<file path="src/rtl/pipe_pkg.sv">
// Shared types and per-boundary widths for the generic pipeline stage register.
// Control bundles are packed so a stage boundary can cast its ctrl vector to named fields.
package pipe_pkg;

  typedef enum logic [1:0] {
    PIPE_EMPTY = 2'd0,
    PIPE_FULL  = 2'd1,
    PIPE_SKID  = 2'd2
  } pipe_state_e;

  localparam int unsigned IF_ID_DATA_W  = 64;
  localparam int unsigned IF_ID_CTRL_W  = 8;
  localparam int unsigned ID_EX_DATA_W  = 128;
  localparam int unsigned ID_EX_CTRL_W  = 16;
  localparam int unsigned EX_MEM_DATA_W = 96;
  localparam int unsigned EX_MEM_CTRL_W = 8;
  localparam int unsigned MEM_WB_DATA_W = 64;
  localparam int unsigned MEM_WB_CTRL_W = 4;

  // Control fields carried across IF/ID.
  typedef struct packed {
    logic [3:0] pred_tag;
    logic       pred_taken;
    logic       compressed;
    logic       fetch_fault;
    logic       fetch_valid;
  } if_id_ctrl_t;

  // Control fields carried across ID/EX: operator, operand sources and write enables.
  typedef struct packed {
    logic [5:0] alu_op;
    logic [1:0] src_a;
    logic [1:0] src_b;
    logic       mem_rd;
    logic       ram_wren;
    logic       reg_wren;
    logic       branch;
    logic       jump;
    logic       csr;
  } id_ex_ctrl_t;

  typedef struct packed {
    logic [1:0] mem_size;
    logic       mem_signed;
    logic       mem_rd;
    logic       ram_wren;
    logic       reg_wren;
    logic       wb_from_mem;
    logic       csr;
  } ex_mem_ctrl_t;

  typedef struct packed {
    logic       reg_wren;
    logic       wb_from_mem;
    logic       csr;
    logic       retire;
  } mem_wb_ctrl_t;

  // Number of entries held in a given state.
  function automatic logic [1:0] occ_of(input pipe_state_e s);
    logic [1:0] occ;
    unique case (s)
      PIPE_FULL: occ = 2'd1;
      PIPE_SKID: occ = 2'd2;
      default:   occ = 2'd0;
    endcase
    return occ;
  endfunction

endpackage

</file>
<file path="src/rtl/pipe_stage_reg_if.sv">
// Valid/ready handshake bundle carrying an opaque data word and a control word.
interface pipe_stage_reg_if #(
  parameter int unsigned DATA_W = 128,
  parameter int unsigned CTRL_W = 16
);

  logic              valid;
  logic              ready;
  logic [DATA_W-1:0] data;
  logic [CTRL_W-1:0] ctrl;

  modport master (output valid, output data, output ctrl, input ready);
  modport slave  (input valid, input data, input ctrl, output ready);

endinterface

</file>
<file path="src/rtl/sat_counter.sv">
// Saturating up-counter with synchronous clear; clear wins over increment.
module sat_counter #(
  parameter int unsigned CNT_W = 16
) (
  input  logic             clk,
  input  logic             reset_n,
  input  logic             inc,
  input  logic             clr,
  output logic [CNT_W-1:0] count
);

  localparam logic [CNT_W-1:0] CNT_MAX = '1;

  always_ff @(posedge clk or negedge reset_n) begin
    if (!reset_n) begin
      count <= '0;
    end else if (clr) begin
      count <= '0;
    end else if (inc && (count != CNT_MAX)) begin
      count <= count + CNT_W'(1);
    end
  end

endmodule

</file>
<file path="src/rtl/pipe_stage_reg.sv">
// Generic pipeline stage register with optional 2-entry skid, flush-to-bubble and a
// saturating stall counter for performance debug.
module pipe_stage_reg
  import pipe_pkg::*;
#(
  parameter int unsigned DATA_W  = 128,
  parameter int unsigned CTRL_W  = 16,
  parameter bit          SKID_EN = 1'b1,
  parameter int unsigned CNT_W   = 16
) (
  input  logic               clk,
  input  logic               reset_n,
  pipe_stage_reg_if.slave    in_bus,
  pipe_stage_reg_if.master   out_bus,
  input  logic               flush,
  output logic [1:0]         occupancy,
  output logic [CNT_W-1:0]   stall_cnt,
  input  logic               stall_clr
);

  pipe_state_e       state, state_nxt;
  logic [DATA_W-1:0] main_data, main_data_nxt;
  logic [CTRL_W-1:0] main_ctrl, main_ctrl_nxt;
  logic [DATA_W-1:0] skid_data, skid_data_nxt;
  logic [CTRL_W-1:0] skid_ctrl, skid_ctrl_nxt;

  logic in_ready_c;
  logic out_valid_c;
  logic in_fire;
  logic out_fire;

  // Valid is a pure state decode; with the skid enabled ready is too, so out_ready
  // never reaches in_ready combinationally.
  assign out_valid_c = (state != PIPE_EMPTY);
  assign in_ready_c  = SKID_EN ? (state != PIPE_SKID)
                               : ((state == PIPE_EMPTY) || out_bus.ready);

  assign in_fire  = in_bus.valid & in_ready_c;
  assign out_fire = out_valid_c & out_bus.ready;

  assign in_bus.ready  = in_ready_c;
  assign out_bus.valid = out_valid_c;
  assign out_bus.data  = main_data;
  assign out_bus.ctrl  = main_ctrl;
  assign occupancy     = occ_of(state);

  always_ff @(posedge clk or negedge reset_n) begin
    if (!reset_n) begin
      state     <= PIPE_EMPTY;
      main_data <= '0;
      main_ctrl <= '0;
      skid_data <= '0;
      skid_ctrl <= '0;
    end else begin
      state     <= state_nxt;
      main_data <= main_data_nxt;
      main_ctrl <= main_ctrl_nxt;
      skid_data <= skid_data_nxt;
      skid_ctrl <= skid_ctrl_nxt;
    end
  end

  // Next-state: flush dominates and turns every held entry into a bubble (ctrl only).
  always_comb begin
    state_nxt     = state;
    main_data_nxt = main_data;
    main_ctrl_nxt = main_ctrl;
    skid_data_nxt = skid_data;
    skid_ctrl_nxt = skid_ctrl;

    if (flush) begin
      state_nxt     = PIPE_EMPTY;
      main_ctrl_nxt = '0;
      skid_ctrl_nxt = '0;
    end else begin
      unique case (state)
        PIPE_EMPTY: begin
          if (in_fire) begin
            state_nxt     = PIPE_FULL;
            main_data_nxt = in_bus.data;
            main_ctrl_nxt = in_bus.ctrl;
          end
        end
        PIPE_FULL: begin
          if (in_fire && out_fire) begin
            main_data_nxt = in_bus.data;
            main_ctrl_nxt = in_bus.ctrl;
          end else if (in_fire && SKID_EN) begin
            state_nxt     = PIPE_SKID;
            skid_data_nxt = in_bus.data;
            skid_ctrl_nxt = in_bus.ctrl;
          end else if (out_fire) begin
            state_nxt     = PIPE_EMPTY;
            main_ctrl_nxt = '0;
          end
        end
        PIPE_SKID: begin
          if (out_fire) begin
            state_nxt     = PIPE_FULL;
            main_data_nxt = skid_data;
            main_ctrl_nxt = skid_ctrl;
            skid_ctrl_nxt = '0;
          end
        end
        default: begin
          state_nxt     = PIPE_EMPTY;
          main_ctrl_nxt = '0;
          skid_ctrl_nxt = '0;
        end
      endcase
    end
  end

  // Stall is sampled on the pre-flush state, so a flush cycle still counts.
  sat_counter #(
    .CNT_W (CNT_W)
  ) u_stall_cnt (
    .clk     (clk),
    .reset_n (reset_n),
    .inc     (out_valid_c & ~out_bus.ready),
    .clr     (stall_clr),
    .count   (stall_cnt)
  );

endmodule

</file>
<file path="src/flat_wrapper.sv">
// flat-port wrapper written by rule: the top's interface ports become plain ports
module pipe_stage_reg_flat import pipe_pkg::*;
#(
  parameter int unsigned DATA_W  = 128,
  parameter int unsigned CTRL_W  = 16,
  parameter bit          SKID_EN = 1'b1,
  parameter int unsigned CNT_W   = 16
)
  (clk, reset_n, flush, occupancy, stall_cnt, stall_clr, in_bus_valid, in_bus_data, in_bus_ctrl, in_bus_ready, out_bus_valid, out_bus_data, out_bus_ctrl, out_bus_ready);
  pipe_stage_reg_if #(.DATA_W(DATA_W), .CTRL_W(CTRL_W)) in_bus_i ();
  pipe_stage_reg_if #(.DATA_W(DATA_W), .CTRL_W(CTRL_W)) out_bus_i ();
  input  logic clk;
  input  logic reset_n;
  input  logic flush;
  output logic [1:0] occupancy;
  output logic [CNT_W-1:0] stall_cnt;
  input  logic stall_clr;
  input wire logic [$bits(in_bus_i.valid)-1:0] in_bus_valid;
  input wire logic [$bits(in_bus_i.data)-1:0] in_bus_data;
  input wire logic [$bits(in_bus_i.ctrl)-1:0] in_bus_ctrl;
  output wire logic [$bits(in_bus_i.ready)-1:0] in_bus_ready;
  output wire logic [$bits(out_bus_i.valid)-1:0] out_bus_valid;
  output wire logic [$bits(out_bus_i.data)-1:0] out_bus_data;
  output wire logic [$bits(out_bus_i.ctrl)-1:0] out_bus_ctrl;
  input wire logic [$bits(out_bus_i.ready)-1:0] out_bus_ready;
  assign in_bus_i.valid = in_bus_valid;
  assign in_bus_i.data = in_bus_data;
  assign in_bus_i.ctrl = in_bus_ctrl;
  assign in_bus_ready = in_bus_i.ready;
  assign out_bus_valid = out_bus_i.valid;
  assign out_bus_data = out_bus_i.data;
  assign out_bus_ctrl = out_bus_i.ctrl;
  assign out_bus_i.ready = out_bus_ready;
  pipe_stage_reg #(.DATA_W(DATA_W), .CTRL_W(CTRL_W), .SKID_EN(SKID_EN), .CNT_W(CNT_W)) u_core (.clk(clk), .reset_n(reset_n), .in_bus(in_bus_i), .out_bus(out_bus_i), .flush(flush), .occupancy(occupancy), .stall_cnt(stall_cnt), .stall_clr(stall_clr));
endmodule
</file>
<file path="config.mk">
export PLATFORM = sky130hd
export DESIGN_NAME = pipe_stage_reg_flat
export DESIGN_NICKNAME = d
export VERILOG_FILES = /design/src/rtl/pipe_pkg.sv /design/src/rtl/pipe_stage_reg_if.sv /design/src/rtl/sat_counter.sv /design/src/rtl/pipe_stage_reg.sv /design/src/flat_wrapper.sv
export SDC_FILE = /design/constraint.sdc
export NUM_CORES = 1
export LEC_CHECK = 0
export CAP_MARGIN = 10
export CORE_MARGIN = 2
export CORE_UTILIZATION = 45
export CTS_CLUSTER_DIAMETER = 100
export DETAILED_ROUTE_END_ITERATION = 8
export PLACE_DENSITY = 0.73
export REMOVE_ABC_BUFFERS = 1
export SLEW_MARGIN = 20
export SYNTH_ARGS = -nofsm -noshare
export SYNTH_HDL_FRONTEND = slang
export SYNTH_SLANG_ARGS = --single-unit
</file>
<file path="constraint.sdc">
create_clock -name clk -period 4.8 [get_ports clk]
set_input_delay 1.44 -clock clk [delete_from_list [all_inputs] [get_ports clk]]
set_output_delay 1.44 -clock clk [all_outputs]
set_load 0.005 [all_outputs]
</file>
==> results.json, run 1 <==
{
  "port_buffers": 313,
  "setup_viol": 0,
  "multi_input_area_sq_um": 5510,
  "vias_per_cell": 5.22,
  "post-route-drc-count": 0,
  "hold_path_depth": 1,
  "timing.fmax_ghz": 0.279,
  "cts_tree": "built",
  "numCtsBuffers": 34,
  "cp.depth": 3,
  "max_slew_margin_pct": 34.5,
  "hold_viol": 0,
  "powerDensity_nw_per_um2": 410,
  "rsz0062_at_grt": "no",
  "synth_top_area_share_pct": 56.3,
  "path_cells": "nor2b_4 -> inv_4 -> clkdlybuf4s50_1",
  "wirelength_mm": 33.8,
  "maxCapViolCount": 0,
  "nets": 1623,
  "wl_per_cell_um": 17.9,
  "status": "completed",
  "r2r_setup_slack_ns": 1.91,
  "synthTopCellsByCount": "nand2_1, dfrtp_1, mux2_1",
  "yosys_register_bits": 306,
  "fin_crit_ns": 3.59,
  "synth-edff-count": 0,
  "die_x_um": 178,
  "antenna_left": 0,
  "syn_area_per_cell_sq_um": 11.6,
  "vias": 9848,
  "crit_buf_inv": 2,
  "die_h_um": 178,
  "cts_resized": 0,
  "end_kind": "output pin",
  "fp-row-count": 63,
  "antennaDiodeCount": 0,
  "fillCellCount": 2425,
  "cts.sinks": 306,
  "ys_async_sr_fraction_pct": 100,
  "crit_type": "reg2out",
  "clk_latency_ns": 0.50,
  "finalCritPeriodShare_pct": 74.8,
  "slew_violations": 0,
  "track_usage_pct": 21.4,
  "crit_slowest_cell": "clkdlybuf4s50_1",
  "grt_max_degree": 106,
  "synth-seq-area-share_pct": 56.3,
  "synth_most_common_cell": "nand2_1",
  "timing.hold.ws_ns": 0.481,
  "finish.utilization_pct": 61.1,
  "p_leak_nw": 8.21,
  "drtIter0Drc": 564,
  "yosysUniqueCellTypes": 46,
  "tightestPinTransition_ns": 0.982,
  "antenna_found_initial": 0,
  "h-tree-depth": 2,
  "grt_overflow_total": 0,
  "syn_area_sq_um": 13600,
  "reg2reg_depth": 5,
  "critPathLaunchType": "flip-flop",
  "post_cts_buffers": 0,
  "startpoint": "u_core.state[0]",
  "dieArea_sq_um": 31700,
  "cp_data_arrival_time_ns": 2.15,
  "r2r-end": "u_core.out_bus.ctrl[14]",
  "postCtsHoldBufs": 0,
  "cp_top_family": "buffers and inverters",
  "gp_congestion": 0.833,
  "syn_to_final_growth_pct": 33.5,
  "fin_skew_ns": 0.0160,
  "grt_pass1_vias": 10100,
  "cp_max_fo": 26,
  "dr.pass1.iters": 4,
  "path_clk_slew_ns": 0.06,
  "max_stage_delay_ns": 0.62,
  "yosysTopAreaCell": "dfrtp_1",
  "layout-drive-gt1-share_pct": 14.5,
  "cp-endpoint": "in_bus_ready",
  "syn_inst": 1172,
  "ys.flop_type": "dfrtp_1",
  "io_pins": 314,
  "clockBufferDepth": 3,
  "r2r_start": "u_core.state[1]",
  "clock_tree.root_cell": "clkbuf_16",
  "core_area_sq_um": 29700,
  "hold_class": "reg2reg",
  "synth_area_leaders": "dfrtp_1, nand2_1, mux2_1, mux2_2, a22o_1",
  "critical_path_required_ns": 3.36,
  "start_util_pct": 45.8,
  "dp_hpwl_mm": 22.3,
  "seq_area_sq_um": 7660,
  "ir_drop_v": 0.000317,
  "yosys_warnings": 0,
  "grt_pass1_wl_mm": 54.0
}
[cells in the final DEF (no fill, tap or decap), types with 8 or more instances in the layout]
| master | count |
|---|---|
| a21oi_1 | 11 |
| a22o_1 | 48 |
| buf_4 | 17 |
| clkbuf_1 | 12 |
| clkbuf_16 | 35 |
| clkbuf_8 | 8 |
| clkdlybuf4s50_1 | 312 |
| dfrtp_1 | 306 |
| mux2_1 | 128 |
| mux2_2 | 110 |
| mux2_4 | 20 |
| nand2_1 | 390 |
| nor3_1 | 8 |
[logic make-up after synthesis]
family,after synthesis,share of synthesized area (%)
AND/OR/NAND/NOR,445,13.4
multiplexers,259,22.0
flip-flops,306,56.3
adder cells (fa/ha/maj),1,0.0919
buffers and inverters,76,3.39
AO/OA/AOI/OAI,85,4.92
[sequential cells by signal (all words and copies together) (netlist names)]
name	cells
u_core.out_bus.data	128
u_core.skid_data	128
u_core.out_bus.ctrl	16
u_core.skid_ctrl	16
u_core.u_stall_cnt.count	16
u_core.state	2
[worst min path at each step]
stage                                  start                       end
floorplan              u_core.skid_data[100]     u_core.skid_data[100]
detailed placement    u_core.out_bus.data[1]    u_core.out_bus.data[1]
global placement    u_core.out_bus.data[117]  u_core.out_bus.data[117]
finish               u_core.out_bus.data[81]   u_core.out_bus.data[81]
CTS                   u_core.out_bus.data[1]    u_core.out_bus.data[1]
global route         u_core.out_bus.data[81]   u_core.out_bus.data[81]
[routing by layer]
metal	global-route usage, %	routed length, um
met4	4.99	673
met5	0	0
met2	35.4	15900
met1	27.4	14000
met3	6.96	3250
[stage by stage]
stage / std cells / area, sq um / setup WS, ns / TNS, ns / total power, mW
detailed placement: 1826 / 17100 / 1.02 / 0 / 4.93
global placement: 1826 / 17100 / 1.06 / 0 / 4.86
CTS: 1886 / 18200 / 1.16 / 0 / 7.55
finish: 1886 / 18200 / 1.21 / 0 / 7.45
global route: 1886 / 18200 / 1.09 / 0 / 7.83
floorplan: 1100 / 13200 / -2.49 / -398.95 / 4.04
[where the power goes]
| group | leakage, nW | internal (mW) | switching (mW) |
|---|---|---|---|
| sequential | 3.76 | 3.13 | 0.280 |
| combinational | 3.91 | 0.949 | 0.518 |
| clock | 0.544 | 1.57 | 1.00 |
| total | 8.21 | 5.65 | 1.80 |
[area by class of cell]
class	instances	area share (%)
multi-input cells	790	30.3
clock inverters	5	0.434
inverters	4	0.0964
clock buffers	55	5.67
repair buffers	336	18.6
flip-flops and latches	306	42.1
well taps	390	2.69
Power figures use the tool's default switching activity.
==> run 2: changes to the inputs <==
- clock period: 4.8 -> 3.35 ns (I/O delays scaled with it)
==> results.json, run 2 (synthesized netlist as in run 1, its figures left out) <==
{
  "status": "completed",
  "slew_violations": 0,
  "powerDensity_nw_per_um2": 589,
  "clk_latency_ns": 0.50,
  "setup_viol": 0,
  "ir_drop_v": 0.000359,
  "r2r_setup_slack_ns": 0.83,
  "tightestPinTransition_ns": 0.996,
  "drtIter0Drc": 546,
  "clock_tree.root_cell": "clkbuf_16",
  "antenna_found_initial": 0,
  "numCtsBuffers": 35,
  "p_leak_nw": 8.32,
  "nets": 1633,
  "critical_path_required_ns": 2.34,
  "final_cell_mix": "nand2_1, clkdlybuf4s50_1, dfrtp_1, mux2_1, mux2_2",
  "r2r-end": "u_core.out_bus.ctrl[9]",
  "hold_viol": 0,
  "crit_type": "reg2out",
  "maxCapViolCount": 0,
  "startpoint": "u_core.state[1]",
  "cp_max_fo": 10,
  "gp_congestion": 0.835,
  "totalPowerFinal_mw": 10.8,
  "rsz0062_at_grt": "no",
  "wirelength_mm": 33.9,
  "post-route-drc-count": 0,
  "cts_resized": 0,
  "dr.pass1.iters": 6,
  "vias_per_cell": 5.21,
  "die_h_um": 178,
  "cts.sinks": 306,
  "fin_ws_ns": 0.383,
  "fin_skew_ns": 0.0188,
  "track_usage_pct": 21.3,
  "dp_hpwl_mm": 22.5,
  "reg2reg_depth": 6,
  "grt_max_degree": 85,
  "die_x_um": 178,
  "h-tree-depth": 2,
  "antenna_left": 0,
  "dieArea_sq_um": 31700,
  "fin_crit_ns": 2.97,
  "cp_data_arrival_time_ns": 1.96,
  "wl_per_cell_um": 17.9,
  "preCtsSetupSlack_ns": 0.235,
  "grt_overflow_total": 0,
  "grt_pass1_vias": 10100,
  "fillCellCount": 2391,
  "dp.cells": 1835,
  "finalCritPeriodShare_pct": 88.6,
  "post_cts_buffers": 0,
  "clockBufferDepth": 3,
  "io_pins": 314,
  "hold_class": "in2async",
  "grt_pass1_wl_mm": 53.8,
  "antennaDiodeCount": 0,
  "cts_tree": "built",
  "vias": 9893,
  "finish.utilization_pct": 61.8,
  "timing.fmax_ghz": 0.337,
  "fp-row-count": 63,
  "postCtsHoldBufs": 0,
  "layout-drive-gt1-share_pct": 15.3,
  "final_common_cell": "nand2_1",
  "critPathLaunchType": "flip-flop",
  "path_clk_slew_ns": 0.06,
  "port_buffers": 313,
  "start_util_pct": 45.8,
  "r2r_start": "u_core.state[1]",
  "fin_cells": 1898,
  "core_area_sq_um": 29700,
  "end_kind": "output pin",
  "max_slew_margin_pct": 33.6,
  "syn_to_final_growth_pct": 35.0
}
## run 2: changes by cell type in the layout (fill, tap and decap cells not counted)
cell / before / now
clkinv_2: 2 / 4
buf_4: 17 / 20
clkbuf_16: 35 / 37
buf_12: 6 / 12
nor4_2: 1 / 0
nor4_1: 4 / 5
bufinv_16: 2 / 1
clkbuf_8: 8 / 11
clkbuf_1: 12 / 9
## run 2: worst max-delay path by stage
stage	to	slack [ns]	depth (start not counted)
5_1_grt	in_bus_ready	0.29	3
4_1_cts	in_bus_ready	0.35	3
2_1_floorplan	u_core.out_bus.data[23]	-3.94	4
3_5_place_dp	u_core.out_bus.data[26]	0.23	6
3_3_place_gp	u_core.out_bus.data[26]	0.24	6
6_report	in_bus_ready	0.38	3
## run 2: where the power goes
| group | switching (mW) | internal (mW) |
|---|---|---|
| combinational | 0.736 | 1.37 |
| clock | 1.47 | 2.34 |
| sequential | 0.421 | 4.48 |
## run 2: final cells by class
type	count	area (sq um)	share of cell area, %
multi-input combinational	790	5510	30.0
timing repair buffer	345	3530	19.2
clock buffer	57	1110	6.05
sequential	306	7660	41.7
inverter	4	17.5	0.0954
clock inverter	6	58.8	0.320
tap	390	488	2.66
## run 2: per-layer routing
layer | wire length (um) | track usage (%) | share of wire, %
met1 | 14200 | 28.3 | 42
met2 | 16100 | 33.8 | 47
met3 | 3010 | 6.92 | 8.9
met4 | 692 | 5.60 | 2.0
met5 | 0 | 0 | 0
## run 2: critical path: stages (launching register included)
cell,delay (ns)
dfrtp_1,0.52
nor2b_4,0.35
inv_4,0.06
clkdlybuf4s50_1,0.55
## run 2: stage by stage
step | setup TNS, ns | hold WS, ns | area [sq um]
6_report | 0 | 0.479 | 18400
5_1_grt | 0 | 0.494 | 18400
4_1_cts | 0 | 0.487 | 18400
3_5_place_dp | 0 | 0.474 | 17200
3_3_place_gp | 0 | 0.467 | 17200
2_1_floorplan | -732.74 | 0.458 | 13200
==> run 3: changes to the inputs <==
- ABC_AREA: not set -> 1
- CORE_ASPECT_RATIO: not set -> 1.25
- HOLD_SLACK_MARGIN: not set -> 0.1
==> results.json, run 3 <==
{
  "grt_pass1_vias": 11200,
  "fp-row-count": 70,
  "synth-edff-count": 0,
  "yosys_register_bits": 306,
  "synth_mux_area_share_pct": 0,
  "port_buffers": 313,
  "grt_overflow_total": 0,
  "synthTopCellsByCount": "nand2_1, dfrtp_1, o21ai_1",
  "cts_tree": "built",
  "yosys.area_share.simple_pct": 18.7,
  "cts.sinks": 306,
  "synth_top_family_by_area": "simple AND/OR/NAND/NOR gates",
  "track_usage_pct": 21.9,
  "vias_per_cell": 5.00,
  "clk_latency_ns": 0.55,
  "clockBufferDepth": 3,
  "max_slew_margin_pct": 41.9,
  "postCtsHoldBufs": 0,
  "synth_fa_ha_area_share_pct": 0.0938,
  "start_util_pct": 45.6,
  "timing.hold.ws_ns": 0.412,
  "wl_per_cell_um": 14.9,
  "preCtsSetupSlack_ns": 0.435,
  "post_cts_buffers": 0,
  "yosysUniqueCellTypes": 26,
  "cts_resized": 0,
  "crit_buf_inv": 4,
  "vias": 11600,
  "yosys_warnings": 0,
  "combPwrFrac_pct": 31.2,
  "path_clk_slew_ns": 0.06,
  "syn_area_sq_um": 13300,
  "crit_type": "reg2out",
  "synth_xor_area_share_pct": 0.328,
  "syn_area_per_cell_sq_um": 8.27,
  "drtIter0Drc": 773,
  "dr.pass1.iters": 6,
  "p_switching_mw": 4.19,
  "timing.fmax_ghz": 0.324,
  "fin_crit_ns": 3.08,
  "status": "completed",
  "ir_drop_v": 0.000441,
  "dp_hpwl_mm": 23.2,
  "die_x_um": 158,
  "syn_inst": 1613,
  "gp_congestion": 0.854,
  "seq_area_sq_um": 7660,
  "antenna_left": 0,
  "core_area_sq_um": 29300,
  "grt_max_degree": 208,
  "h-tree-depth": 1,
  "synth-seq-area-share_pct": 57.4,
  "nets": 2040,
  "final_cell_mix": "nand2_1, clkdlybuf4s50_1, dfrtp_1, o21ai_1, o21ai_0",
  "power_frac_seq_pct": 44.8,
  "swShare_pct": 30.8,
  "fin_ws_ns": 0.267,
  "synth_most_common_cell": "nand2_1",
  "clockPowerShare_pct": 24.1,
  "critPathLaunchType": "flip-flop",
  "critical_path_required_ns": 2.34,
  "die_h_um": 196,
  "clock_tree.root_cell": "clkbuf_16",
  "hold_viol": 0,
  "numCtsBuffers": 31,
  "path_cells": "inv_2 -> nand2_8 -> clkinv_1 -> buf_4 -> clkdlybuf4s50_1",
  "io_pins": 314,
  "syn_to_final_growth_pct": 34.0,
  "layout-drive-gt1-share_pct": 4.71,
  "ys.flop_type": "dfrtp_1",
  "final_common_cell": "nand2_1",
  "multi_input_area_sq_um": 4710,
  "crit_slowest_cell": "clkdlybuf4s50_1",
  "finalCritPeriodShare_pct": 92.0,
  "p_int_mw": 9.40,
  "synth_top_area_share_pct": 57.4,
  "slew_violations": 0,
  "setup_viol": 0,
  "powerDensity_nw_per_um2": 761,
  "wirelength_mm": 34.4,
  "maxCapViolCount": 0,
  "synth_compound_area_share_pct": 15.9,
  "antenna_found_initial": 3,
  "rsz0062_at_grt": "no",
  "fin_skew_ns": 0.00723,
  "dieArea_sq_um": 31000,
  "cp_top_family": "buffers and inverters",
  "yosysTopAreaCell": "dfrtp_1",
  "cp_data_arrival_time_ns": 2.08,
  "hold_class": "in2async",
  "post-route-drc-count": 0,
  "cp_max_fo": 17,
  "end_kind": "output pin",
  "fillCellCount": 2583,
  "ys_async_sr_fraction_pct": 100,
  "synth_area_leaders": "dfrtp_1, nand2_1, o21ai_1, o21ai_0, inv_1",
  "max_stage_delay_ns": 0.55,
  "grt_pass1_wl_mm": 55.6,
  "tightestPinTransition_ns": 0.871,
  "p_leak_nw": 8.77
}
-- run 3: power by group through the flow --
stage / Sequential (mW) / Clock, mW / Combinational [mW]
after floorplan: 5.99 / 0 / 1.76
after global placement: 6.07 / 0 / 4.13
after detailed placement: 6.10 / 0 / 4.28
after CTS: 6.08 / 3.36 / 4.29
after global routing: 6.26 / 3.49 / 4.73
final: 6.09 / 3.27 / 4.24
-- run 3: layout make-up --
class	count	share of cell area, %
flip-flops and latches	306	42.8
clock buffers	44	5.00
inverters	147	3.09
repair buffers	340	19.6
diodes	3	0.0420
clock inverters	10	0.329
well taps	396	2.77
multi-input cells	1063	26.3
-- run 3: cell families after synthesis --
logic type / after synthesis
compound gates: 423
flops: 306
buf+inv: 244
fa+ha+maj: 1
xor+xnor: 5
simple gates: 634
-- run 3: worst paths after layout --
kind	end	cells past startpoint	slack (ns)	start
worst max-delay path	occupancy[1]	5	0.27	u_core.state[0]
worst min-delay path	u_core.u_stall_cnt.count[3]	1	0.41	reset_n
worst max register to register	u_core.u_stall_cnt.count[12]	10	1.23	u_core.u_stall_cnt.count[0]
worst min register to register	u_core.skid_data[5]	2	0.48	u_core.skid_data[5]
max in group asynchronous	u_core.skid_data[106]	3	2.04	reset_n
min in group clk	u_core.skid_data[5]	2	0.48	u_core.skid_data[5]
-- run 3: per-layer routing --
| metal | track usage [%] | vias to the layer above | wire length (um) |
|---|---|---|---|
| met5 | 0 | - | 0 |
| met4 | 6.71 | 0 | 896 |
| met3 | 4.51 | 66 | 2540 |
| met2 | 37.0 | 355 | 17000 |
| met1 | 28.3 | 5426 | 14000 |
| li1 | - | 5703 | - |
-- run 3: worst register-to-register path: cells and delay by family (launching register included) --
family / cells / cell delay, ns
buffers and inverters: 2 / 0.31
AND/OR/NAND/NOR: 7 / 0.98
flip-flops: 1 / 0.45
adder cells (fa/ha/maj): 1 / 0.33
-- run 3: per-stage QoR --
step | cell area [sq um] | TNS [ns] | std cells | utilization (%) | power (mW)
3_5_place_dp | 16900 | 0 | 2252 | 57.8 | 10.4
6_report | 17900 | 0 | 2309 | 61.1 | 13.6
4_1_cts | 17900 | 0 | 2306 | 61.1 | 13.7
3_3_place_gp | 16900 | 0 | 2252 | 57.8 | 10.2
5_1_grt | 17900 | 0 | 2308 | 61.1 | 14.5
2_1_floorplan | 12900 | -750.63 | 1516 | - | 7.75
